<file path="config.mk">
export PLATFORM = sky130hd
export DESIGN_NAME = quad_sampler_flat
export DESIGN_NICKNAME = d
export VERILOG_FILES = /design/src/rtl/quad_sampler_if.sv /design/src/rtl/quad_sampler.sv /design/src/flat_wrapper.sv
export SDC_FILE = /design/constraint.sdc
export NUM_CORES = 1
export LEC_CHECK = 0
export ABC_AREA = 0
export CORE_MARGIN = 4
export CORE_UTILIZATION = 55
export DETAILED_ROUTE_END_ITERATION = 12
export HOLD_SLACK_MARGIN = 0.08
export PLACE_DENSITY_LB_ADDON = 0.25
export SLEW_MARGIN = 10
export SYNTH_ARGS = -nofsm -noshare
export SYNTH_HDL_FRONTEND = slang
export SYNTH_SLANG_ARGS = --single-unit
</file>
<file path="constraint.sdc">
create_clock -name clk -period 10.9 [get_ports clk]
set_input_delay 1.09 -clock clk [delete_from_list [all_inputs] [get_ports clk]]
set_output_delay 1.09 -clock clk [all_outputs]
set_load 0.05 [all_outputs]
</file>
<file path="src/rtl/quad_sampler_if.sv">
// Record stream from the sampler to the host-side consumer (valid/ready).
interface quad_sampler_if #(
  parameter int unsigned CH_W = 2
);
  logic            out_valid;
  logic            out_ready;
  logic [CH_W-1:0] out_channel;
  logic [23:0]     out_position;
  logic [15:0]     out_velocity;
  logic [7:0]      out_sample_id;

  modport master (
    output out_valid,
    input  out_ready,
    output out_channel,
    output out_position,
    output out_velocity,
    output out_sample_id
  );

  modport slave (
    input  out_valid,
    output out_ready,
    input  out_channel,
    input  out_position,
    input  out_velocity,
    input  out_sample_id
  );
endinterface

</file>
<file path="src/rtl/quad_sampler.sv">
// Periodic snapshot of all encoder counts, then one {channel, position, velocity}
// record per channel through a shared delta/saturation datapath.
module quad_sampler #(
  parameter int unsigned NUM_CH      = 4,
  parameter int unsigned CLK_FREQ_HZ = 32_000_000,
  parameter int unsigned SAMPLE_HZ   = 1000
) (
  input  logic                   clk,
  input  logic                   reset,
  input  logic                   enable,
  input  logic [24*NUM_CH-1:0]   counts_i,
  input  logic                   clear_overrun,
  output logic                   overrun,
  quad_sampler_if.master         bus
);
  localparam int unsigned CH_W   = (NUM_CH > 1) ? $clog2(NUM_CH) : 1;
  localparam int unsigned PERIOD = CLK_FREQ_HZ / SAMPLE_HZ;
  localparam int unsigned TC_W   = $clog2(PERIOD);
  localparam logic [TC_W-1:0] TC_LAST  = TC_W'(PERIOD - 1);
  localparam logic [CH_W-1:0] IDX_LAST = CH_W'(NUM_CH - 1);

  typedef enum logic [1:0] {StIdle, StLoad, StEmit} state_e;

  state_e          state_q, state_d;
  logic [TC_W-1:0] tc_q;
  logic            tick;
  logic [CH_W-1:0] idx_q;
  logic [23:0]     snap_q [NUM_CH];
  logic [23:0]     prev_q [NUM_CH];
  logic            primed_q;
  logic [7:0]      sample_id_q;
  logic [CH_W-1:0] out_channel_q;
  logic [23:0]     out_position_q;
  logic [15:0]     out_velocity_q;
  logic            overrun_q;

  logic [23:0] snap_sel, prev_sel, delta;
  logic [15:0] vel_sat;
  logic        snap_en, load_en, accept;

  assign tick = (tc_q == TC_LAST);

  // Free-running sample tick counter; held at zero while disabled.
  always_ff @(posedge clk or posedge reset) begin
    if (reset) begin
      tc_q <= '0;
    end else if (!enable || tick) begin
      tc_q <= '0;
    end else begin
      tc_q <= tc_q + 1'b1;
    end
  end

  // FSM state register.
  always_ff @(posedge clk or posedge reset) begin
    if (reset) begin
      state_q <= StIdle;
    end else begin
      state_q <= state_d;
    end
  end

  // Next-state and datapath strobes.
  always_comb begin
    state_d = state_q;
    snap_en = 1'b0;
    load_en = 1'b0;
    accept  = 1'b0;
    unique case (state_q)
      StIdle: begin
        if (tick) begin
          snap_en = 1'b1;
          state_d = StLoad;
        end
      end
      StLoad: begin
        load_en = 1'b1;
        state_d = StEmit;
      end
      StEmit: begin
        if (bus.out_ready) begin
          accept  = 1'b1;
          state_d = (idx_q == IDX_LAST) ? StIdle : StLoad;
        end
      end
      default: state_d = StIdle;
    endcase
  end

  // Modular 24-bit delta, clamped to the signed 16-bit range.
  always_comb begin
    snap_sel = snap_q[idx_q];
    prev_sel = prev_q[idx_q];
    delta    = snap_sel - prev_sel;
    // In range only when bits [23:15] are a pure sign extension.
    if (!delta[23] && (delta[22:15] != 8'h00)) begin
      vel_sat = 16'h7FFF;
    end else if (delta[23] && (delta[22:15] != 8'hFF)) begin
      vel_sat = 16'h8000;
    end else begin
      vel_sat = delta[15:0];
    end
  end

  // Snapshot, per-channel record load and history update.
  always_ff @(posedge clk or posedge reset) begin
    if (reset) begin
      for (int k = 0; k < NUM_CH; k++) begin
        snap_q[k] <= '0;
        prev_q[k] <= '0;
      end
      idx_q          <= '0;
      primed_q       <= 1'b0;
      sample_id_q    <= '0;
      out_channel_q  <= '0;
      out_position_q <= '0;
      out_velocity_q <= '0;
    end else begin
      if (snap_en) begin
        for (int k = 0; k < NUM_CH; k++) begin
          snap_q[k] <= counts_i[24*k +: 24];
        end
        idx_q       <= '0;
        sample_id_q <= sample_id_q + 8'd1;
      end
      if (load_en) begin
        out_position_q <= snap_sel;
        out_channel_q  <= idx_q;
        out_velocity_q <= primed_q ? vel_sat : 16'd0;
      end
      if (accept) begin
        prev_q[idx_q] <= snap_sel;
        if (idx_q == IDX_LAST) begin
          primed_q <= 1'b1;
        end else begin
          idx_q <= idx_q + 1'b1;
        end
      end
    end
  end

  // Sticky drop flag; a drop in the same cycle as a clear wins.
  always_ff @(posedge clk or posedge reset) begin
    if (reset) begin
      overrun_q <= 1'b0;
    end else if (tick && (state_q != StIdle)) begin
      overrun_q <= 1'b1;
    end else if (clear_overrun) begin
      overrun_q <= 1'b0;
    end
  end

  assign bus.out_valid     = (state_q == StEmit);
  assign bus.out_channel   = out_channel_q;
  assign bus.out_position  = out_position_q;
  assign bus.out_velocity  = out_velocity_q;
  assign bus.out_sample_id = sample_id_q;
  assign overrun           = overrun_q;

endmodule

</file>
<file path="src/flat_wrapper.sv">
// flat-port wrapper written by rule: the top's interface ports become plain ports
module quad_sampler_flat 
#(
  parameter int unsigned NUM_CH      = 4,
  parameter int unsigned CLK_FREQ_HZ = 32_000_000,
  parameter int unsigned SAMPLE_HZ   = 1000
)
  (clk, reset, enable, counts_i, clear_overrun, overrun, bus_out_valid, bus_out_ready, bus_out_channel, bus_out_position, bus_out_velocity, bus_out_sample_id);
  quad_sampler_if #(.CH_W((2))) bus_i ();
  input  logic clk;
  input  logic reset;
  input  logic enable;
  input  logic [24*NUM_CH-1:0] counts_i;
  input  logic clear_overrun;
  output logic overrun;
  output wire logic [$bits(bus_i.out_valid)-1:0] bus_out_valid;
  input wire logic [$bits(bus_i.out_ready)-1:0] bus_out_ready;
  output wire logic [$bits(bus_i.out_channel)-1:0] bus_out_channel;
  output wire logic [$bits(bus_i.out_position)-1:0] bus_out_position;
  output wire logic [$bits(bus_i.out_velocity)-1:0] bus_out_velocity;
  output wire logic [$bits(bus_i.out_sample_id)-1:0] bus_out_sample_id;
  assign bus_out_valid = bus_i.out_valid;
  assign bus_i.out_ready = bus_out_ready;
  assign bus_out_channel = bus_i.out_channel;
  assign bus_out_position = bus_i.out_position;
  assign bus_out_velocity = bus_i.out_velocity;
  assign bus_out_sample_id = bus_i.out_sample_id;
  quad_sampler #(.NUM_CH(NUM_CH), .CLK_FREQ_HZ(CLK_FREQ_HZ), .SAMPLE_HZ(SAMPLE_HZ)) u_core (.clk(clk), .reset(reset), .enable(enable), .counts_i(counts_i), .clear_overrun(clear_overrun), .overrun(overrun), .bus(bus_i));
endmodule
</file>
==> results.py <==
metrics = {
    "floorplan": {
        "start_util_pct": 56.1,
        "rows": 55,
        "io_pins": 153,
        "core_sq_um": 22700,
        "die_x_microns": 160,
        "dieArea_sq_um": 25600,
        "die_y_microns": 160,
    },
    "cells_and_area": {
        "multi_input_area_sq_um": 5780,
        "antenna_cells": 0,
        "nets": 1478,
        "drive_above_1_share_pct": 16.0,
        "fill_cells": 1736,
        "syn_to_final_growth_pct": 21.0,
        "regArea_sq_um": 6590,
    },
    "timing": {
        "maxSlewHeadroom_pct": 30.9,
        "tns_ns": 0,
        "fin_crit_sh_pct": 46.1,
        "finalSetupViolations": 0,
        "worstMarginPinSlew_ns": 1.04,
        "fin_crit_ns": 5.02,
        "slew_violations": 0,
        "skew_ns": 0.0133,
        "rsz0062_at_grt": "false",
        "fmax_mhz": 199,
        "final_hold_viol_count": 0,
    },
    "synth": {
        "yosysMostFrequentCell": "nand2_1",
        "async_flop_share_pct": 100,
        "synth_seq_cells": 263,
        "synthFlopType": "dfrtp_1",
        "syn_nets": 1347,
        "synth_area_sq_um": 12700,
        "synth.distinct_cells": 62,
        "synthCells": 1216,
        "synth_edf_count": 0,
        "synth_top_area_share_pct": 51.7,
        "synth_area_leader_cell": "dfrtp_1",
        "syn_area_per_cell_sq_um": 10.5,
        "yosysWarnings": 0,
        "synthTopCellsByCount": "nand2_1 (414), dfrtp_1 (263), mux2_2 (90)",
        "ys_seq_area_share_pct": 51.7,
        "synthTopCellsByArea": "dfrtp_1 (52%), nand2_1 (12%), mux4_2 (8.3%)",
    },
    "cts": {
        "ctsHoldBuffers": 0,
        "clk_latency_ns": 0.55,
        "cts_root_buf": "clkbuf_16",
        "postCtsSetupBuffers": 0,
        "cts_tree": "built",
        "cts_made_buffers": 27,
        "htree_levels": 1,
        "cts-resized-gates": 0,
        "clkTransAtPathRegs_ns": 0.06,
        "cts_sinks": 263,
        "clk_path_buf_depth": 3,
    },
    "drt": {
        "drt_iter0_markers": 655,
        "met3WireLength_mm": 1.78,
        "highest_layer": "met4",
        "drc": 0,
        "dr.pass1.iters": 5,
        "drt-met1-wl_mm": 13.4,
        "antenna_left": 0,
        "routed_wl_mm": 29.2,
        "via_per_inst": 5.60,
        "vias": 9254,
        "met2_length_mm": 13.6,
        "wl_per_cell_microns": 17.6,
    },
    "outcome": {
        "status": "finished, final reports clean",
    },
    "global_routing": {
        "grt_pass1_vias": 9447,
        "grt_first_pass_wirelength_mm": 48.5,
        "grt_start_max_net_pins": 193,
        "grtUsageTotal_pct": 22.8,
        "grt.overflow.total": 0,
        "antenna_found_initial": 0,
    },
    "flow_run": {
        "drv_cap": 0,
    },
    "power_and_ir_drop": {
        "p_leak_nw": 7.04,
        "vdd_drop_max_mv": 0.115,
        "power.total_mw": 2.00,
        "power_density_nw_per_um2": 130,
    },
    "placed_design": {
        "place.gp.congestion": 0.891,
        "hpwl_mm": 19.8,
        "numPortBuffers": 152,
    },
    "critical_path": {
        "crit_path_max_fanout": 32,
        "crit_path_start_kind": "register",
        "path_class": "register to register",
        "cp-end-kind": "register",
        "required_ns": 11.35,
        "cp.arrival_ns": 5.47,
    },
    "hold_path": {
        "hold_class": "register to register",
    },
}
[logic make-up (layout without fill, tap and decap cells)]
| logic type | after synthesis | after routing | share of synthesized area, % |
|---|---|---|---|
| muxes | 140 | 140 | 16.5 |
| and+or+nand+nor | 536 | 536 | 17.3 |
| AOI/OAI and AO/OA | 117 | 117 | 5.97 |
| buffers and inverters | 95 | 247 | 3.02 |
| xor gates and xnor gates | 35 | 35 | 2.53 |
| adders and majority gates | 30 | 30 | 3.01 |
| DFF | 263 | 263 | 51.7 |
[stage by stage]
| step | hold slack (ns) | util [%] | area, sq um | instances | setup WS, ns |
|---|---|---|---|---|---|
| final | 0.474 | 67.8 | 15400 | 1653 | 5.88 |
| after global routing | 0.494 | 67.8 | 15400 | 1653 | 5.39 |
| after CTS | 0.475 | 67.8 | 15400 | 1653 | 5.86 |
| after detailed placement | 0.460 | 63.7 | 14500 | 1603 | 5.93 |
| after global placement | 0.445 | 63.7 | 14500 | 1603 | 6.05 |
| after floorplan | 0.425 | - | 12700 | 1216 | 2.57 |
[final timing paths]
check                             startpoint                          end  slack, ns  cells after the start
setup / recovery             u_core.idx_q[1]  u_core.bus.out_velocity[13]       5.88                     15
hold / removal             u_core.snap_q[32]            u_core.snap_q[32]       0.47                      2
setup reg to reg             u_core.idx_q[1]  u_core.bus.out_velocity[13]       5.88                     15
hold reg to reg            u_core.snap_q[32]            u_core.snap_q[32]       0.47                      2
max in group asynchronous              reset              u_core.idx_q[0]       8.48                      3
min in group asynchronous              reset              u_core.tc_q[12]       1.00                      2
[flip-flops by register name, summed over array words and instances, names as in the netlist]
signal / cells
u_core.bus.out_channel: 2
u_core.tc_q: 15
u_core.primed_q: 1
u_core.bus.out_position: 24
u_core.overrun: 1
u_core.snap_q: 96
u_core.state_q: 2
u_core.bus.out_velocity: 16
u_core.idx_q: 2
u_core.bus.out_sample_id: 8
u_core.prev_q: 96
[layout make-up]
| type | instances | share of cell area (%) |
|---|---|---|
| Multi-Input combinational cell | 858 | 37.5 |
| Tap cell | 285 | 2.31 |
| Clock inverter | 12 | 1.04 |
| Timing Repair Buffer | 161 | 10.4 |
| Inverter | 36 | 0.926 |
| Clock buffer | 38 | 5.04 |
| Sequential cell | 263 | 42.7 |
[where the power goes]
group	switching [mW]	internal, mW
Clock	0.388	0.573
Combinational	0.0254	0.0332
Sequential	0.000849	0.977
Total	0.414	1.58
[cell usage in the layout, fill, tap and decap left out, types with 3 or more instances in the layout]
cell / instances
a211oi_1: 4
a211oi_2: 4
a21o_1: 7
a21oi_1: 31
and2_1: 10
and3_1: 12
buf_4: 8
bufinv_16: 3
clkbuf_1: 5
clkbuf_16: 27
clkbuf_8: 6
clkdlybuf4s50_1: 152
clkinv_2: 5
dfrtp_1: 261
ha_1: 29
inv_1: 35
mux2_2: 90
mux2i_1: 3
mux4_2: 47
nand2_1: 414
nand2b_1: 5
nand3_1: 20
nand4_1: 4
nor2_1: 43
nor2b_1: 3
nor3_1: 4
nor4_1: 4
o211ai_1: 4
o21a_1: 3
o21ai_0: 30
o21ai_1: 11
o21ai_2: 3
or3_1: 3
xnor2_1: 20
xor2_1: 13
[metal layers]
metal,vias to the layer above,GRT usage (%)
met2,242,36.3
met3,30,4.03
met1,4619,33.7
li1,4363,-
met5,-,0
met4,0,4.34
[critical path: stages, from the launching register on]
cell and delay (ns):
dfrtp_2 0.72, buf_4 0.52, mux4_2 0.37, inv_1 0.19
ha_1 0.19, inv_1 0.06, fa_1 0.44, a211oi_2 0.27
o21ai_2 0.12, o211ai_2 0.31, a211oi_1 0.17, a211oi_1 0.51
nor2_1 0.13, a41oi_2 0.62, nor2_1 0.12, o21ai_0 0.18
(Power assumes the default switching activity.)
